--- src/rtl/tester_pkg.sv ---
// Shared definitions for the tester pipeline: stimulus/response word layout,
// op codes and the dut_driver state encoding.
package tester_pkg;

   typedef enum logic [1:0] {
      OP_APPLY        = 2'b00,
      OP_APPLY_SAMPLE = 2'b01,
      OP_HOLD_SAMPLE  = 2'b10,
      OP_RESERVED     = 2'b11
   } op_e;

   localparam int OP_HI     = 23;
   localparam int OP_LO     = 22;
   localparam int SETTLE_HI = 21;
   localparam int SETTLE_LO = 16;
   localparam int VEC_HI    = 15;
   localparam int VEC_LO    = 0;
   localparam int SEQ_HI    = 23;
   localparam int SEQ_LO    = 16;

   typedef logic [2:0] state_t;
   localparam state_t ST_IDLE   = 3'd0;
   localparam state_t ST_FETCH  = 3'd1;
   localparam state_t ST_DRIVE  = 3'd2;
   localparam state_t ST_SETTLE = 3'd3;
   localparam state_t ST_SAMPLE = 3'd4;
   localparam state_t ST_PUSH   = 3'd5;

   function automatic logic [23:0] encode_word(op_e op, logic [5:0] settle, logic [15:0] vec);
      return {op, settle, vec};
   endfunction

endpackage

--- src/rtl/sync_ff.sv ---
// Parameterised-width flop chain for bringing asynchronous DUT outputs into
// the test clock domain; STAGES=0 passes the input straight through.
module sync_ff #(
   parameter int WIDTH  = 16,
   parameter int STAGES = 2
) (
   input  logic             clock,
   input  logic             reset_n,
   input  logic [WIDTH-1:0] d_i,
   output logic [WIDTH-1:0] q_o
);

   generate
      if (STAGES == 0) begin : g_direct
         assign q_o = d_i;
      end else begin : g_chain
         logic [WIDTH-1:0] chain_q [STAGES];

         always_ff @(posedge clock or negedge reset_n) begin
            if (!reset_n) begin
               for (int i = 0; i < STAGES; i++) chain_q[i] <= '0;
            end else begin
               chain_q[0] <= d_i;
               for (int i = 1; i < STAGES; i++) chain_q[i] <= chain_q[i-1];
            end
         end

         assign q_o = chain_q[STAGES-1];
      end
   endgenerate

endmodule

--- src/rtl/dut_driver.sv ---
// Test-clock stage: pops stimulus words, drives DUT input pins, waits the
// per-word settle time, samples DUT outputs and pushes tagged responses.
module dut_driver
   import tester_pkg::*;
#(
   parameter int DUT_IN_WIDTH  = 16,
   parameter int DUT_OUT_WIDTH = 16,
   parameter int SYNC_STAGES   = 2
) (
   input  logic                     clock,
   input  logic                     reset_n,
   input  logic [23:0]              sfifo_data,
   output logic                     sfifo_rdreq,
   input  logic                     sfifo_rdempty,
   output logic [23:0]              rfifo_data,
   output logic                     rfifo_wrreq,
   input  logic                     rfifo_wrfull,
   output logic [DUT_IN_WIDTH-1:0]  dut_in,
   input  logic [DUT_OUT_WIDTH-1:0] dut_out,
   output logic                     busy,
   output logic [15:0]              vec_count,
   output logic                     bad_op
);

   state_t                   state_q, state_d;
   op_e                      op_q;
   logic [5:0]               settle_q;
   logic [5:0]               cnt_q;
   logic [DUT_IN_WIDTH-1:0]  vec_q;
   logic [DUT_IN_WIDTH-1:0]  dut_in_q;
   logic [7:0]               seq_q;
   logic [15:0]              vec_count_q;
   logic                     bad_op_q;
   logic [23:0]              rfifo_data_q;
   logic [DUT_OUT_WIDTH-1:0] dut_out_s;
   op_e                      fetch_op;

   sync_ff #(
      .WIDTH  (DUT_OUT_WIDTH),
      .STAGES (SYNC_STAGES)
   ) u_sync (
      .clock   (clock),
      .reset_n (reset_n),
      .d_i     (dut_out),
      .q_o     (dut_out_s)
   );

   assign fetch_op = op_e'(sfifo_data[OP_HI:OP_LO]);

   always_comb begin
      state_d = state_q;
      case (state_q)
         ST_IDLE:   if (!sfifo_rdempty) state_d = ST_FETCH;
         ST_FETCH:  state_d = (fetch_op == OP_RESERVED) ? ST_IDLE : ST_DRIVE;
         ST_DRIVE:  state_d = (settle_q == 6'd0) ? ST_SAMPLE : ST_SETTLE;
         ST_SETTLE: if (cnt_q == 6'd1) state_d = ST_SAMPLE;
         ST_SAMPLE: state_d = (op_q == OP_APPLY) ? ST_IDLE : ST_PUSH;
         ST_PUSH:   if (!rfifo_wrfull) state_d = ST_IDLE;
         default:   state_d = ST_IDLE;
      endcase
   end

   always_ff @(posedge clock or negedge reset_n) begin
      if (!reset_n) begin
         state_q      <= ST_IDLE;
         op_q         <= OP_APPLY;
         settle_q     <= '0;
         cnt_q        <= '0;
         vec_q        <= '0;
         dut_in_q     <= '0;
         seq_q        <= '0;
         vec_count_q  <= '0;
         bad_op_q     <= 1'b0;
         rfifo_data_q <= '0;
      end else begin
         state_q <= state_d;
         case (state_q)
            ST_FETCH: begin
               op_q     <= fetch_op;
               settle_q <= sfifo_data[SETTLE_HI:SETTLE_LO];
               vec_q    <= sfifo_data[VEC_LO +: DUT_IN_WIDTH];
               if (fetch_op == OP_RESERVED) bad_op_q <= 1'b1;
            end
            ST_DRIVE: begin
               if (op_q != OP_HOLD_SAMPLE) dut_in_q <= vec_q;
               cnt_q <= settle_q;
            end
            ST_SETTLE: cnt_q <= cnt_q - 6'd1;
            // Response word is frozen here so it stays stable through any backpressure
            ST_SAMPLE: if (op_q != OP_APPLY) rfifo_data_q <= {seq_q, 16'(dut_out_s)};
            ST_PUSH: begin
               if (!rfifo_wrfull) begin
                  seq_q       <= seq_q + 8'd1;
                  vec_count_q <= vec_count_q + 16'd1;
               end
            end
            default: ;
         endcase
      end
   end

   // FIFO strobes gate on the live flags so a flag change is honoured the same cycle
   assign sfifo_rdreq = (state_q == ST_IDLE) && !sfifo_rdempty;
   assign rfifo_wrreq = (state_q == ST_PUSH) && !rfifo_wrfull;
   assign rfifo_data  = rfifo_data_q;
   assign dut_in      = dut_in_q;
   assign busy        = (state_q != ST_IDLE);
   assign vec_count   = vec_count_q;
   assign bad_op      = bad_op_q;

endmodule

--- config.mk ---
export PLATFORM = sky130hd
export DESIGN_NAME = dut_driver
export DESIGN_NICKNAME = d
export VERILOG_FILES = /design/src/rtl/tester_pkg.sv /design/src/rtl/sync_ff.sv /design/src/rtl/dut_driver.sv
export SDC_FILE = /design/constraint.sdc
export NUM_CORES = 1
export LEC_CHECK = 0
export CAP_MARGIN = 20
export CORE_MARGIN = 10
export CORE_UTILIZATION = 40
export CTS_BUF_LIST = sky130_fd_sc_hd__clkbuf_16
export CTS_CLUSTER_SIZE = 12
export DETAILED_ROUTE_END_ITERATION = 16
export PLACE_DENSITY = 0.63
export SLEW_MARGIN = 5
export SYNTH_ARGS = -nofsm -noshare
export SYNTH_HDL_FRONTEND = slang
export SYNTH_SLANG_ARGS = --single-unit
--- constraint.sdc ---
create_clock -name clock -period 5.3 [get_ports clock]
set_input_delay 0.53 -clock clock [delete_from_list [all_inputs] [get_ports clock]]
set_output_delay 0.53 -clock clock [all_outputs]
set_load 0.01 [all_outputs]
# After elaboration in Yosys (flattened, before gate mapping)
# Index checks and enable logic that the tools add are counted.
[word_totals] register_bits=130 inputBits=44 out_inout_bits=60
[op_classes] n_addsub=3 n_eq_ne=11 n_mux=8 bitwise=1 n_reduce_logical=15
[ops] cell="3-bit one-hot mux with 6 select lines" n=1
[ops] cell="16-bit by 1-bit adder with 16-bit output, second input constant" n=1
[ops] cell="3-bit 2-to-1 mux" n=5
[ops] cell="6-bit one-hot mux with 2 select lines" n=1
[ops] cell="8-bit by 1-bit adder with 8-bit output, second input constant" n=1
[ops] cell="2-bit inequality test, second input constant" n=4
[ops] cell="2-bit AND reduction" n=4
[ops] cell="3-bit by 2-bit equality test with 1-bit output, second input constant" n=2
[ops] cell="3-bit equality test, second input constant" n=2
[ops] cell="6-bit by 1-bit equality test with 1-bit output, second input constant" n=1
[ops] cell="6-bit zero test" n=1
[ops] cell="6-bit by 1-bit subtractor with 6-bit output, second input constant" n=1
[ops] cell="2-bit nonzero test" n=2
[ops] cell="3-bit by 1-bit equality test with 1-bit output, second input constant" n=1
[ops] cell="3-bit zero test" n=1
[ops] cell="3-bit AND reduction" n=1
[ops] cell="3-bit nonzero test" n=1
[ops] cell="2-bit equality test, second input constant" n=1
[ops] cell="1-bit logical AND" n=2
[ops] cell="1-bit zero test" n=2
[ops] cell="2-bit zero test" n=1
[ops] cell="2-bit 2-to-1 mux" n=1
[ops] cell="1-bit inverter" n=1

# Longest topological paths before layout
[depth] depth_word=3 depth_mapped=7 mapped_depth_nobuf=5

# By module
# Synthesis repeated with hierarchy kept, for this count alone.
[unflattened] cells_unflattened=341 area_unflattened_um2=5007.3
[modules_own_cells] mod="dut_driver" instances=1 cells_each=293 area_per_inst_um2=4086.4 seq_area_each_um2=2452.4
[modules_own_cells] mod="sync_ff" instances=1 cells_each=48 area_per_inst_um2=920.9 seq_area_each_um2=800.8

# Worst setup path after synthesis
# OpenSTA, ideal clock, no wires.
[synth_timing] path_kind="register to register" startpoint="reg state_q[0]" endpoint="reg dut_in_q[10], in the netlist dut_in[10]" setup_ns=0.125 t_arrival_ns=1.672 setup_slack_ns=3.503 stages_incl_launch_ff=8 path_buffers=4 synth_period_minus_slack_ns=1.797 cell_sequence="dfrtp_1 > buf_2 > or3b_1 > buf_2 > a21o_1 > buf_6 > buf_12 > mux2_4"
[synth_via] elab_chain_cells=2
[synth_rtl] element="start, declared" line="dut_driver.sv:25" text="state_t state_q, state_d;"
[synth_rtl] element="start signal, assigned" line="dut_driver.sv:76" text="state_q <= state_d;"
[synth_rtl] element="3-bit by 2-bit equality test with 1-bit output" line="dut_driver.sv:77" text="case (state_q)"
[synth_rtl] element="2-bit AND reduction (no line)"
[synth_rtl] element="end signal, assigned" line="dut_driver.sv:85" text="if (op_q != OP_HOLD_SAMPLE) dut_in_q <= vec_q;"
[synth_rtl] element="end, declared" line="dut_driver.sv:30" text="logic [DUT_IN_WIDTH-1:0] dut_in_q;"
# No other way between the ends.
# A chain may end at the register's enable or synchronous reset.

# Worst setup path in the final report
[layout_timing] startpoint="reg state_q[0]" endpoint="out rfifo_wrreq"
[layout_via] elab_chain_cells=2
[layout_rtl] element="3-bit equality test" line="dut_driver.sv:104" text="assign rfifo_wrreq = (state_q == ST_PUSH) && !rfifo_wrfull;"
[layout_rtl] element="1-bit logical AND" line="dut_driver.sv:104"
[layout_rtl] element="end, declared" line="dut_driver.sv:16" text="output logic rfifo_wrreq,"
# No other way between the ends.

==> flow_metrics.tcl <==
set metrics [dict create \
    clk_latency_ns 0.41 \
    htree_levels 4 \
    seq_area_frac_synth 0.663 \
    die_area_sq_um 17100 \
    routed_wl_mm 9.88 \
    cp-end-kind "output pin" \
    max_cap_violations 0 \
    path_clk_slew_ns 0.05 \
    ys_async_sr_fraction 1.00 \
    start_util 0.408 \
    arrival_ns 2.23 \
    coreArea_sq_um 12000 \
    ios 104 \
    viasPerCell 4.87 \
    synth.avg_cell_area_sq_um 14.9 \
    die_h_um 131 \
    final_util 0.557 \
    worst_slew_pin_slew_ns 0.883 \
    setup_viol 0 \
    r2r_end "dut_in[4]" \
    vias 2938 \
    min_period_over_period 0.521 \
    crit_path_start "state_q[0]" \
    synth_edf_count 0 \
    grt_max_degree 90 \
    synth_nets 378 \
    clk_path_buf_depth 2 \
    r2r-start "state_q[0]" \
    rrSetupSlack_ns 3.04 \
    rsz0062_at_grt "no" \
    routabilityCongestion 0.747 \
    outcome "complete, no violations" \
    diodes 0 \
    ys_types 36 \
    ir_drop_uv 190 \
    crit_fanout 17 \
    leakage_nw 3.17 \
    syn_to_final_growth_pct 36.4 \
    hold_path_class "flop to flop" \
    cts_tree "built" \
    critPathKind "flop to output pin" \
    power.density_nw_per_um2 335 \
    dp_hpwl_mm 6.71 \
    ff2ff_path_depth 3 \
    register_area_sq_um 3250 \
    cts.sinks 130 \
    std_cell_rows 40 \
    min_period_ns 2.76 \
    antenna_found_initial 0 \
    nFillCells 994 \
    crit_end "rfifo_wrreq" \
    whs_ns 0.345 \
    multi_input_area_sq_um 1530 \
    slew_violations 0 \
    netlist_instances 330 \
    drt_iter0_markers 117 \
    dpl.cell_count 570 \
    grt_usage 0.125 \
    ys_warn_count 0 \
    ant_nets 0 \
    nNetsFinal 492 \
    wl_per_cell_um 16.4 \
    synth-seq-cells 130 \
    drc 0 \
    first_pass_iters 4 \
    worstSetupStartpointType "flop" \
    cts_made_buffers 17 \
    grt_pass1_wl_mm 16.3 \
    overflow 0 \
    cts.repair.resized 0 \
    grt_pass1_vias 3173 \
    crit_required_ns 4.77 \
    instances_no_fill 603 \
    finalHoldViolations 0 \
    cts-root-buf "clkbuf_16" \
    max_freq_mhz 362 \
    syn_area_sq_um 4900 \
    die_w_um 131 \
    fin_tns_setup_ns 0 \
    io_buffers 103 \
    final_layout_size_suffix_gt1_frac 0.224 \
    relSlewSlack 0.411 \
    skew_ns 0.00795 \
    ys_dominant_reg_cell "dfrtp_1" \
]
[layer usage]
metal	global-route usage	wire length [um]	up-vias	part of all wire
met5	0	0	-	0
met4	0.0667	194	0	0.020
met3	0.0629	882	15	0.089
met2	0.174	4320	89	0.44
met1	0.155	4480	1451	0.45
li1	-	-	1383	-
[layout make-up]
cell class / instances / share of cell area
flip-flops and latches: 130 / 0.487
multi-input cells: 178 / 0.229
repair buffers: 108 / 0.163
clock buffers: 17 / 0.0636
well taps: 147 / 0.0275
clock inverters: 14 / 0.0258
inverters: 9 / 0.00505
[synth_stat cells (all sizes together) (3+ instances only)]
cell type	n	area [sq um]
dfrtp	130	3250
mux2	65	769
nand2	14	52.6
buf	12	88.8
xnor2	12	105
nand3	10	50.1
xor2	10	87.6
inv	9	33.8
a21oi	8	40.0
nor2	8	30.0
nor3	8	40.0
o21ai	6	30.0
ha	4	50.1
mux2i	4	40.0
nand4	4	25.0
o22ai	4	25.0
and4	3	26.3
nor4	3	18.8
[through the flow]
stage	area [sq um]	power (mW)	setup WS (ns)
detailed placement	6050	1.08	2.73
global placement	6050	1.08	2.73
global route	6690	2.32	2.42
floorplan	4900	1.03	3.50
CTS	6650	2.27	2.53
finish	6690	2.24	2.54
[sequential cells by signal, summed over array words and instances, names as in the netlist]
signal                  count
dut_in                     16
u_sync.q_o                 16
seq_q                       8
vec_q                      16
rfifo_data                 24
vec_count                  16
state_q                     3
cnt_q                       6
op_q                        2
settle_q                    6
u_sync.g_chain.chain_q     16
bad_op                      1
[worst min-delay path by stage]
stage                                from             end  slack, ns  depth (start not counted)
5_1_grt        u_sync.g_chain.chain_q[16]   u_sync.q_o[0]       0.35                          0
6_report       u_sync.g_chain.chain_q[16]   u_sync.q_o[0]       0.35                          0
4_1_cts        u_sync.g_chain.chain_q[30]  u_sync.q_o[14]       0.35                          0
3_5_place_dp   u_sync.g_chain.chain_q[16]   u_sync.q_o[0]       0.33                          0
3_3_place_gp   u_sync.g_chain.chain_q[21]   u_sync.q_o[5]       0.33                          0
2_1_floorplan                     reset_n          bad_op       0.23                          0
[power by group]
group | switching [mW] | internal (mW)
Combinational | 0.0240 | 0.0307
Sequential | 0.00273 | 1.01
Clock | 0.402 | 0.773
Total | 0.429 | 1.81
[logic make-up (layout without fill, tap and decap cells)]
kind of cell / after synthesis / in the layout / share of synthesized area
muxes: 69 / 69 / 0.165
xor gates and xnor gates: 22 / 22 / 0.0393
AOI/OAI and AO/OA: 24 / 24 / 0.0291
adders and majority gates: 4 / 4 / 0.0102
and+or+nand+nor: 59 / 59 / 0.0671
buffers and inverters: 22 / 148 / 0.0258
DFF: 130 / 130 / 0.663
[worst max-delay path, cell delays in order (launching register included)]
cell and delay [ns]:
dfrtp_1 0.69, and4bb_2 0.52, clkdlybuf4s50_1 0.61
[cell usage in the layout, fill, tap and decap left out, types with 5 or more instances in the layout]
cell / instances
mux2_2: 54
a21oi_1: 8
mux2_4: 10
nand2_1: 14
nand3_1: 10
clkinv_2: 5
xnor2_1: 12
inv_1: 11
nor3_1: 8
clkbuf_16: 17
clkdlybuf4s50_1: 102
nor2_1: 8
xor2_1: 10
o21ai_0: 6
dfrtp_1: 130
[repair_timing]
| action | in CTS | in global routing |
|---|---|---|
| hold buffers | 0 | 1 |
| setup buffers | 0 | 0 |
| hold endpoints to repair | 0 | 1 |
Power figures use the tool's default switching activity.
